## src/rtl/hazard_ctrl.sv

```systemverilog
// hazard_ctrl: pipeline hazard controller for the five-stage RISC-V core
//   clk, rst                     clock, synchronous active-high reset
//   Rs1_D/Rs2_D, Rs1_E/Rs2_E     source registers in ID and EX
//   Rd_E/RegWrite_E/ResultSrc_E  EX destination, write enable, result source (01 = load)
//   Rd_M/RegWrite_M, Rd_W/RegWrite_W  MEM and WB destinations
//   BranchTaken_E, MulDivStart_E EX redirect and mul/div occupancy
//   CntClr                       clear of both performance counters
//   Stall_F/D/E, Flush_D/E, Bubble_M  pipeline register controls
//   ForwardA_E/ForwardB_E        EX operand selects (00 RF, 01 WB, 10 MEM)
//   MdDone                       mul/div result valid
//   StallCnt/FlushCnt            wrapping performance counters
module hazard_ctrl #(
   parameter int MD_CYCLES = 4,
   parameter int CNT_WIDTH = 32
) (
   input  logic                 clk,
   input  logic                 rst,
   input  logic [4:0]           Rs1_D,
   input  logic [4:0]           Rs2_D,
   input  logic [4:0]           Rs1_E,
   input  logic [4:0]           Rs2_E,
   input  logic [4:0]           Rd_E,
   input  logic                 RegWrite_E,
   input  logic [1:0]           ResultSrc_E,
   input  logic [4:0]           Rd_M,
   input  logic                 RegWrite_M,
   input  logic [4:0]           Rd_W,
   input  logic                 RegWrite_W,
   input  logic                 BranchTaken_E,
   input  logic                 MulDivStart_E,
   input  logic                 CntClr,
   output logic                 Stall_F,
   output logic                 Stall_D,
   output logic                 Stall_E,
   output logic                 Flush_D,
   output logic                 Flush_E,
   output logic                 Bubble_M,
   output logic [1:0]           ForwardA_E,
   output logic [1:0]           ForwardB_E,
   output logic                 MdDone,
   output logic [CNT_WIDTH-1:0] StallCnt,
   output logic [CNT_WIDTH-1:0] FlushCnt
);
   localparam int CW = $clog2(MD_CYCLES);
   typedef enum logic {IDLE, BUSY} state_t;
   state_t               state_q, state_d;
   logic [CW-1:0]        cnt_q, cnt_d;
   logic [CNT_WIDTH-1:0] stall_cnt_q, stall_cnt_d, flush_cnt_q, flush_cnt_d;
   logic                 stall_md, lu, lu_stall, br_flush;
   always_comb begin
      ForwardA_E = rst ? 2'b00 :
                   (RegWrite_M && Rd_M != 5'd0 && Rd_M == Rs1_E) ? 2'b10 :
                   (RegWrite_W && Rd_W != 5'd0 && Rd_W == Rs1_E) ? 2'b01 : 2'b00;
      ForwardB_E = rst ? 2'b00 :
                   (RegWrite_M && Rd_M != 5'd0 && Rd_M == Rs2_E) ? 2'b10 :
                   (RegWrite_W && Rd_W != 5'd0 && Rd_W == Rs2_E) ? 2'b01 : 2'b00;
   end
   // MulDivStart_E stays high for the whole occupancy, so BUSY ignores it
   always_comb begin
      state_d = state_q;
      cnt_d   = cnt_q;
      if (state_q == IDLE) begin
         if (MulDivStart_E) begin
            state_d = BUSY;
            cnt_d   = CW'(MD_CYCLES - 2);
         end
      end else if (cnt_q == '0) begin
         state_d = IDLE;
      end else begin
         cnt_d = cnt_q - CW'(1);
      end
   end
   // priority: mul/div stall, then branch flush, then load-use
   always_comb begin
      stall_md = !rst && ((state_q == IDLE && MulDivStart_E) || (state_q == BUSY && cnt_q != '0));
      MdDone   = !rst && state_q == BUSY && cnt_q == '0;
      lu       = ResultSrc_E == 2'b01 && RegWrite_E && Rd_E != 5'd0 && (Rd_E == Rs1_D || Rd_E == Rs2_D);
      br_flush = !rst && !stall_md && BranchTaken_E;
      lu_stall = !rst && !stall_md && !BranchTaken_E && lu;
      Stall_F  = stall_md || lu_stall;
      Stall_D  = stall_md || lu_stall;
      Stall_E  = stall_md;
      Bubble_M = stall_md;
      Flush_D  = rst || br_flush;
      Flush_E  = rst || br_flush || lu_stall;
      stall_cnt_d = CntClr ? '0 : stall_cnt_q + CNT_WIDTH'(Stall_D);
      flush_cnt_d = CntClr ? '0 : flush_cnt_q + CNT_WIDTH'(br_flush);
   end
   always_ff @(posedge clk) begin
      if (rst) begin
         state_q     <= IDLE;
         cnt_q       <= '0;
         stall_cnt_q <= '0;
         flush_cnt_q <= '0;
      end else begin
         state_q     <= state_d;
         cnt_q       <= cnt_d;
         stall_cnt_q <= stall_cnt_d;
         flush_cnt_q <= flush_cnt_d;
      end
   end
   assign StallCnt = stall_cnt_q;
   assign FlushCnt = flush_cnt_q;
endmodule

```

## config.mk

```make
export PLATFORM = sky130hd
export DESIGN_NAME = hazard_ctrl
export DESIGN_NICKNAME = d
export VERILOG_FILES = /design/src/rtl/hazard_ctrl.sv
export SDC_FILE = /design/constraint.sdc
export NUM_CORES = 1
export LEC_CHECK = 0
export CAP_MARGIN = 20
export CORE_MARGIN = 2
export CORE_UTILIZATION = 50
export CTS_CLUSTER_SIZE = 25
export DETAILED_ROUTE_END_ITERATION = 10
export PLACE_DENSITY = 0.86
export SYNTH_ARGS = -nofsm -noshare
export SYNTH_HDL_FRONTEND = slang
export SYNTH_SLANG_ARGS = --single-unit
```

## constraint.sdc

```tcl
create_clock -name clk -period 5.75 [get_ports clk]
set_clock_uncertainty 0.15 [all_clocks]
set_input_delay 0.8625 -clock clk [delete_from_list [all_inputs] [get_ports clk]]
set_output_delay 0.8625 -clock clk [all_outputs]
set_load 0.03 [all_outputs]
```

==> results.rst, run 1 <==
.. list-table::
   :header-rows: 1

   * - Metric
     - Value
   * - Sequential-to-total area share from yosys stat
     - 37.3%
   * - Critical path endpoint category
     - primary output
   * - TritonCTS clock tree
     - done
   * - Height of the die
     - 88.8 um
   * - Mapped Area
     - 0.00359 mm2
   * - Worst slew pin tran
     - 0.576 ns
   * - Required time worst endpoint
     - 4.74 ns
   * - Max-cap check violation count
     - 0
   * - Num ports
     - 120
   * - Synthesized area divided by synthesized cell count
     - 8.38 um2
   * - Final number of hold-violating endpoints
     - 0
   * - Critical Path Slowest Stage Cell
     - clkdlybuf4s50_1
   * - Diode count
     - 0
   * - Run status
     - finished clean
   * - Insertion delay of the later-clocked pin in the worst-skew pair
     - 0.36 ns
   * - List of cells traversed by the critical path
     - clkdlybuf4s50_1 > or4_1 > o21ai_0 > nor3_1 > nor4_1 > clkdlybuf4s50_1
   * - Critical setup path kind
     - input pin to primary output
   * - Number of buffers between clock root and the deepest sink
     - 2
   * - Max Slew Vio Count
     - 0
   * - DRC violations left
     - 0
   * - Setup TNS after final layout
     - 0 ns
   * - Total number of H-tree levels
     - 3
   * - Initial antenna violation count
     - 0
   * - Final wirelength
     - 9700 um
   * - RSZ-0062 raised after global routing
     - no
   * - Post-layout util
     - 73.8%
   * - Quantity of I/O buffers inserted on ports
     - 119
   * - Placer Congestion
     - 0.843
   * - Number of setup buffers added after CTS
     - 0
   * - Wire length of the first global-routing pass
     - 15400 um
   * - P per Cell Area
     - 203 mW/mm2
   * - Data arrival time at the worst-slack endpoint
     - 3.48 ns
   * - Gates resized, CTS repair
     - 0
   * - Total overflow reported by the global router
     - 0
   * - Worst VDD drop
     - 0.136 mV
   * - Worst path max stage delay
     - 0.74 ns
   * - CP max FO
     - 4
   * - Area growth, synth to finish
     - 41.0%
   * - Mapped Cells
     - 429
   * - Initial detailed-routing violation count
     - 163
   * - Layout cell share with drive strength beyond 1
     - 4.58%
   * - Detailed Place HPWL
     - 7090 um
   * - Worst Setup Start Kind
     - input pin
   * - Detailed-route via count
     - 3724
   * - Cts bufs inserted
     - 9
   * - Top library cells by usage in the layout, fill and taps aside
     - clkdlybuf4s50_1 (119), dfxtp_1 (67), a21oi_1 (35), nor2_1 (34), xor2_1 (32)
   * - Site row count
     - 30
   * - Count of flip-flops with a built-in enable after synthesis
     - 0
   * - CORE AREA
     - 0.00687 mm2
   * - Synth warn
     - 0
   * - Clock input transition at the sequential cells of the worst setup and hold paths
     - 0.07 ns
   * - Largest net degree at the start of global routing
     - 58
   * - Per-cell via count in the routed design
     - 5.80
   * - Count of unique library cells instantiated by Yosys
     - 44
   * - Synth Net Count
     - 479
   * - Synth Register Bits
     - 67
   * - Share of the clock period used by the worst path
     - 78.1%
   * - Number of clock sinks seen by CTS
     - 67
   * - Final number of setup-violating endpoints
     - 0
   * - Crit-path most repeated cell
     - clkdlybuf4s50_1
   * - Post-detailed-route wirelength per cell
     - 15.1 um
   * - Vias in the first global route
     - 3368
   * - Leading cell type in the layout, fill and taps excluded
     - clkdlybuf4s50_1
   * - Number of nets in the layout
     - 591
   * - Most used flip-flop cell after synthesis
     - dfxtp_1
   * - Async set-or-reset flop fraction in the synthesized netlist
     - 0%
   * - Relative slew slack
     - 61.2%
   * - Starting density of the core
     - 52.3%
   * - Class of the most critical hold timing path
     - flip-flop to flip-flop
   * - Die extent in x
     - 88.8 um
   * - Number of hold-repair buffers added at the cts stage
     - 0
   * - Global routing usage summed across all routing layers
     - 24.7%
   * - Antenna-violating nets left
     - 0
   * - Maximum achievable frequency
     - 223 MHz
   * - Lkg Pwr
     - 0.00160 uW
   * - Root buffer cell
     - clkbuf_8
   * - TritonRoute pass-1 iters
     - 5
   * - Total Die Area
     - 0.00788 mm2
   * - Min Clock Period, post-route
     - 4.49 ns
## metrics by stage
stage | instance area [um2] | hold WS (ns) | setup slack [ns] | cells | total power [uW]
3_5_place_dp | 4820 | 0.319 | 1.27 | 625 | 586
4_1_cts | 5050 | 0.327 | 1.25 | 641 | 1030
3_3_place_gp | 4820 | 0.307 | 1.39 | 625 | 583
2_1_floorplan | 3590 | 0.299 | 1.56 | 429 | 531
5_1_grt | 5070 | 0.366 | 1.12 | 642 | 1060
6_report | 5070 | 0.323 | 1.26 | 642 | 1030
## flip-flops by register name (all words and copies together) (netlist names)
| signal | flops |
|---|---|
| StallCnt | 32 |
| state_q | 1 |
| FlushCnt | 32 |
| cnt_q | 2 |
## power by group
group / internal, uW / total (uW) / switching [uW]
combinational: 55.6 / 108 / 52.8
sequential: 467 / 469 / 2.26
clock: 266 / 452 / 187
total: 788 / 1030 / 242
## final cells by class
cell class,instances,area [um2]
fillers,527,1800
well taps,96,120
clock inverters,5,75.1
multi-input cells,336,2140
flip-flops and latches,67,1340
inverters,7,26.3
clock buffers,11,151
repair buffers,120,1210
## layer usage
layer / wire (um) / share of wire [%] / global-route usage (%)
met3: 719 / 7.4 / 6.81
met1: 4040 / 42 / 29.7
met2: 4730 / 49 / 41.1
met4: 209 / 2.2 / 11.2
met5: 0 / 0 / 0
## Yosys cell counts, types with 2 or more instances
| master | number | share of area, % |
|---|---|---|
| or3_1 | 16 | 2.8 |
| xor2_1 | 32 | 7.8 |
| nor2_1 | 34 | 3.6 |
| nand4_1 | 19 | 3.3 |
| and4_1 | 10 | 2.4 |
| and3_1 | 6 | 1.0 |
| nand3_2 | 2 | 0.56 |
| buf_1 | 2 | 0.21 |
| xnor2_1 | 21 | 5.1 |
| clkbuf_1 | 11 | 1.1 |
| nor4_1 | 8 | 1.4 |
| o21a_1 | 2 | 0.42 |
| o21ai_0 | 16 | 2.2 |
| and2_1 | 7 | 1.2 |
| nor3_1 | 8 | 1.1 |
| inv_1 | 7 | 0.73 |
| dfxtp_1 | 67 | 37 |
| or4_1 | 26 | 5.4 |
| o31ai_1 | 18 | 3.8 |
| nand2_1 | 24 | 2.5 |
| buf_4 | 2 | 0.42 |
| or2_2 | 4 | 0.70 |
| buf_2 | 4 | 0.56 |
| a21oi_1 | 35 | 4.9 |
| ha_1 | 5 | 1.7 |
| nand3_1 | 25 | 3.5 |
## kinds of logic (layout without fill, tap and decap cells)
logic type,after synthesis,after routing,share of synthesized area (%)
simple gates,195,195,31.0
compound gates,82,82,13.7
flops,67,67,37.3
xor+xnor,53,53,12.9
buf+inv,26,143,3.06
fa+ha+maj,5,5,1.74
mux,1,1,0.279
## critical path: cells and delay by family
kind / cells / cell delay, ns
simple gates: 3 / 1.03
buf+inv: 2 / 1.21
compound gates: 1 / 0.37
## worst paths after layout
check / from / end / slack (ns) / cells past startpoint
worst max register to register: cnt_q[0]$_SDFFE_PP0P_ / StallCnt[22]$_SDFF_PP0_ / 2.16 / 12
worst min-delay path: StallCnt[31]$_SDFF_PP0_ / StallCnt[31]$_SDFF_PP0_ / 0.32 / 2
worst min register to register: StallCnt[31]$_SDFF_PP0_ / StallCnt[31]$_SDFF_PP0_ / 0.32 / 2
worst max-delay path: Rd_M[1] / ForwardB_E[0] / 1.26 / 6
No activity file was read; power rests on OpenSTA's default activity.
==> run 2: changes to the inputs <==
--- a/config.mk
+++ b/config.mk
@@ -7,10 +7,10 @@
 export LEC_CHECK = 0
 export CAP_MARGIN = 20
 export CORE_MARGIN = 2
-export CORE_UTILIZATION = 50
+export CORE_UTILIZATION = 46
 export CTS_CLUSTER_SIZE = 25
 export DETAILED_ROUTE_END_ITERATION = 10
-export PLACE_DENSITY = 0.86
+export PLACE_DENSITY = 0.8
 export SYNTH_ARGS = -nofsm -noshare
 export SYNTH_HDL_FRONTEND = slang
 export SYNTH_SLANG_ARGS = --single-unit
==> constraint.sdc (replaced) <==
create_clock -name clk -period 4.6 [get_ports clk]
set_clock_uncertainty 0.15 [all_clocks]
set_input_delay 0.69 -clock clk [delete_from_list [all_inputs] [get_ports clk]]
set_output_delay 0.69 -clock clk [all_outputs]
set_load 0.03 [all_outputs]
==> run 2 against run 1 <==
  * First-iteration DRC count decreased by 16%
  * Largest power group unchanged
  * Flip-flop and latch count unchanged
  * Routed wire length decreased by 3.7%
  * Cell area decreased by 0.89%
  * Register-to-register slack got worse by 1.1 ns
  * Global-route usage decreased by 2.1 points
  * Cell count increased by 0.93%
  * Clock-buffer cell count increased by 2
  * Die area increased by 8.3%
  * Sequential power increased by 25%
  * Total power increased by 13%
  * Critical endpoint is now ForwardA_E[0]
  * Core utilization decreased by 8.1 points
==> results.rst, run 2 (synthesis gave the netlist of run 1 again) <==
.. list-table::
   :header-rows: 1

   * - Metric
     - Value
   * - Area of the multi-input gates
     - 0.00214 mm2 (unchanged)
   * - Share of the clock period used by the worst path
     - 88.3%
   * - Final number of hold-violating endpoints
     - 0 (unchanged)
   * - Critical path endpoint category
     - primary output (unchanged)
   * - Switching Share
     - 23.8% (was 23.5%)
   * - CP max FO
     - 4 (unchanged)
   * - Number of hold-repair buffers added at the cts stage
     - 0 (unchanged)
   * - Flop pwr share
     - 50.3% (was 45.5%)
   * - Antenna-violating nets left
     - 0 (unchanged)
   * - Instance area after placement
     - 0.00484 mm2 (was 0.00482 mm2)
   * - Max-cap check violation count
     - 0 (unchanged)
   * - Kind of cell adding the most delay to the critical path
     - buffers and inverters (unchanged)
   * - Number of nets in the layout
     - 592 (was 591)
   * - Placer Congestion
     - 0.898 (was 0.843)
   * - Wire length of the first global-routing pass
     - 15800 um (was 15400 um)
   * - Insertion delay of the later-clocked pin in the worst-skew pair
     - 0.34 ns (was 0.36 ns)
   * - Vias in the first global route
     - 3447 (was 3368)
   * - Final number of setup-violating endpoints
     - 0 (unchanged)
   * - Number of clock sinks seen by CTS
     - 67 (unchanged)
   * - Critical Path Slowest Stage Cell
     - clkdlybuf4s50_1 (unchanged)
   * - Initial detailed-routing violation count
     - 137 (was 163)
   * - Detailed-route via count
     - 3626 (was 3724)
   * - Cts bufs inserted
     - 9 (unchanged)
   * - Logic pwr share
     - 11.4% (was 10.5%)
   * - Internal
     - 888 uW (was 788 uW)
   * - Root buffer cell
     - clkbuf_8 (unchanged)
   * - Total net switching power
     - 278 uW (was 242 uW)
   * - Worst path max stage delay
     - 0.74 ns (about the same)
   * - DRC violations left
     - 0 (unchanged)
   * - Max Slew Vio Count
     - 0 (unchanged)
   * - Diode count
     - 0 (unchanged)
   * - Gates resized, CTS repair
     - 0 (unchanged)
   * - Layout cell share with drive strength beyond 1
     - 4.40% (was 4.58%)
   * - Min Clock Period, post-route
     - 4.06 ns
   * - P per Cell Area
     - 232 mW/mm2 (was 203 mW/mm2)
   * - Relative slew slack
     - 63.0% (was 61.2%)
   * - Required time worst endpoint
     - 3.76 ns (was 4.74 ns)
   * - Largest net degree at the start of global routing
     - 30 (was 58)
   * - Num ports
     - 120 (unchanged)
   * - Final wirelength
     - 9340 um (was 9700 um)
   * - Worst Setup Start Kind
     - input pin (unchanged)
   * - Lkg Pwr
     - 0.00157 uW (was 0.00160 uW)
   * - Class of the most critical hold timing path
     - flip-flop to flip-flop (unchanged)
   * - Total number of H-tree levels
     - 3 (unchanged)
   * - Worst slew pin tran
     - 0.550 ns (was 0.576 ns)
   * - Site row count
     - 32 (was 30)
   * - Quantity of I/O buffers inserted on ports
     - 119 (unchanged)
   * - Top library cells by usage in the layout, fill and taps aside
     - clkdlybuf4s50_1 (119), dfxtp_1 (67), a21oi_1 (35), nor2_1 (34), xor2_1 (32) (unchanged)
   * - Crit-path most repeated cell
     - clkdlybuf4s50_1 (unchanged)
   * - Area growth, synth to finish
     - 39.8% (was 41.0%)
   * - Final hold slack
     - 0.330 ns (was 0.323 ns)
   * - Starting density of the core
     - 47.0% (was 52.3%)
   * - Total overflow reported by the global router
     - 0 (unchanged)
   * - Final-layout fill cell count
     - 680 (was 527)
   * - Maximum achievable frequency
     - 246 MHz
   * - Detailed Place HPWL
     - 7010 um (was 7090 um)
   * - Setup TNS after final layout
     - 0 ns (unchanged)
   * - Data arrival time at the worst-slack endpoint
     - 3.22 ns (was 3.48 ns)
   * - CORE AREA
     - 0.00765 mm2 (was 0.00687 mm2)
   * - RSZ-0062 raised after global routing
     - no (unchanged)
   * - Worst slack, placed
     - 0.356 ns (was 1.27 ns)
   * - Initial antenna violation count
     - 0 (unchanged)
   * - Per-cell via count in the routed design
     - 5.60 (was 5.80)
   * - PnR worst setup slack
     - 0.539 ns (was 1.26 ns)
   * - Post-route cell area
     - 0.00502 mm2 (was 0.00507 mm2)
   * - Worst VDD drop
     - 0.140 mV (was 0.136 mV)
   * - Critical setup path kind
     - input pin to primary output (unchanged)
   * - List of cells traversed by the critical path
     - clkdlybuf4s50_1 > or4_1 > o21ai_0 > nor3_1 > nor4_1 > clkdlybuf4s50_1 (unchanged)
   * - Worst path bufs/invs
     - 2 (unchanged)
   * - Register area
     - 0.00134 mm2 (unchanged)
   * - Number of setup buffers added after CTS
     - 0 (unchanged)
   * - Leading cell type in the layout, fill and taps excluded
     - clkdlybuf4s50_1 (unchanged)
   * - Clock network fraction of design power
     - 38.3% (was 43.9%)
   * - Clock input transition at the sequential cells of the worst setup and hold paths
     - 0.06 ns (was 0.07 ns)
   * - TritonCTS clock tree
     - done (unchanged)
   * - Number of buffers between clock root and the deepest sink
     - 2 (unchanged)
   * - Total Die Area
     - 0.00853 mm2 (was 0.00788 mm2)
   * - Die extent in x
     - 92.4 um (was 88.8 um)
   * - TritonRoute pass-1 iters
     - 4 (was 5)
   * - Post-detailed-route wirelength per cell
     - 14.4 um (was 15.1 um)
   * - Global routing usage summed across all routing layers
     - 22.6% (was 24.7%)
   * - Height of the die
     - 92.4 um (was 88.8 um)
   * - Run status
     - finished clean (unchanged)
run 2: stage by stage:
step	total power [uW]	utilization (%)	std cells
finish	1170	65.7	648
global route	1210	65.7	648
CTS	1180	65.7	648
detailed placement	733	63.3	633
global placement	730	63.3	633
floorplan	663	-	429
run 2: worst paths after layout:
path / from / depth (start not counted) / slack (ns) / to
min reg2reg: StallCnt[31]$_SDFF_PP0_ / 2 / 0.33 / StallCnt[31]$_SDFF_PP0_
max reg2reg: cnt_q[0]$_SDFFE_PP0P_ / 12 / 1.08 / StallCnt[30]$_SDFF_PP0_
max: Rd_M[1] / 6 / 0.54 / ForwardA_E[0]
min: StallCnt[31]$_SDFF_PP0_ / 2 / 0.33 / StallCnt[31]$_SDFF_PP0_
run 2: power groups by stage:
stage | sequential [uW] | clock, uW | combinational, uW
after floorplan | 600 | 0 | 62.7
after detailed placement | 600 | 0 | 134
final | 586 | 447 | 133
after CTS | 586 | 455 | 134
after global placement | 600 | 0 | 131
after global routing | 587 | 480 | 145
run 2: worst min-delay path: stages (launching register included):
cell and delay (ns):
dfxtp_1 0.33, nand2_1 0.06, mux2i_1 0.05
run 2: area by class of cell:
type	count	share of cell area, %
timing repair buffer	121	24.0
inverter	7	0.523
sequential	67	26.7
clock buffer	13	3.36
multi-input combinational	336	42.7
clock inverter	2	0.199
tap	102	2.54
run 2: per-layer routing:
layer  global-route usage [%]  share of wire (%)  wire (um)
met5                        0                  0          0
met2                     38.1                 49       4620
met3                     7.49                8.3        771
met1                     26.6                 40       3760
met4                     8.71                2.1        199
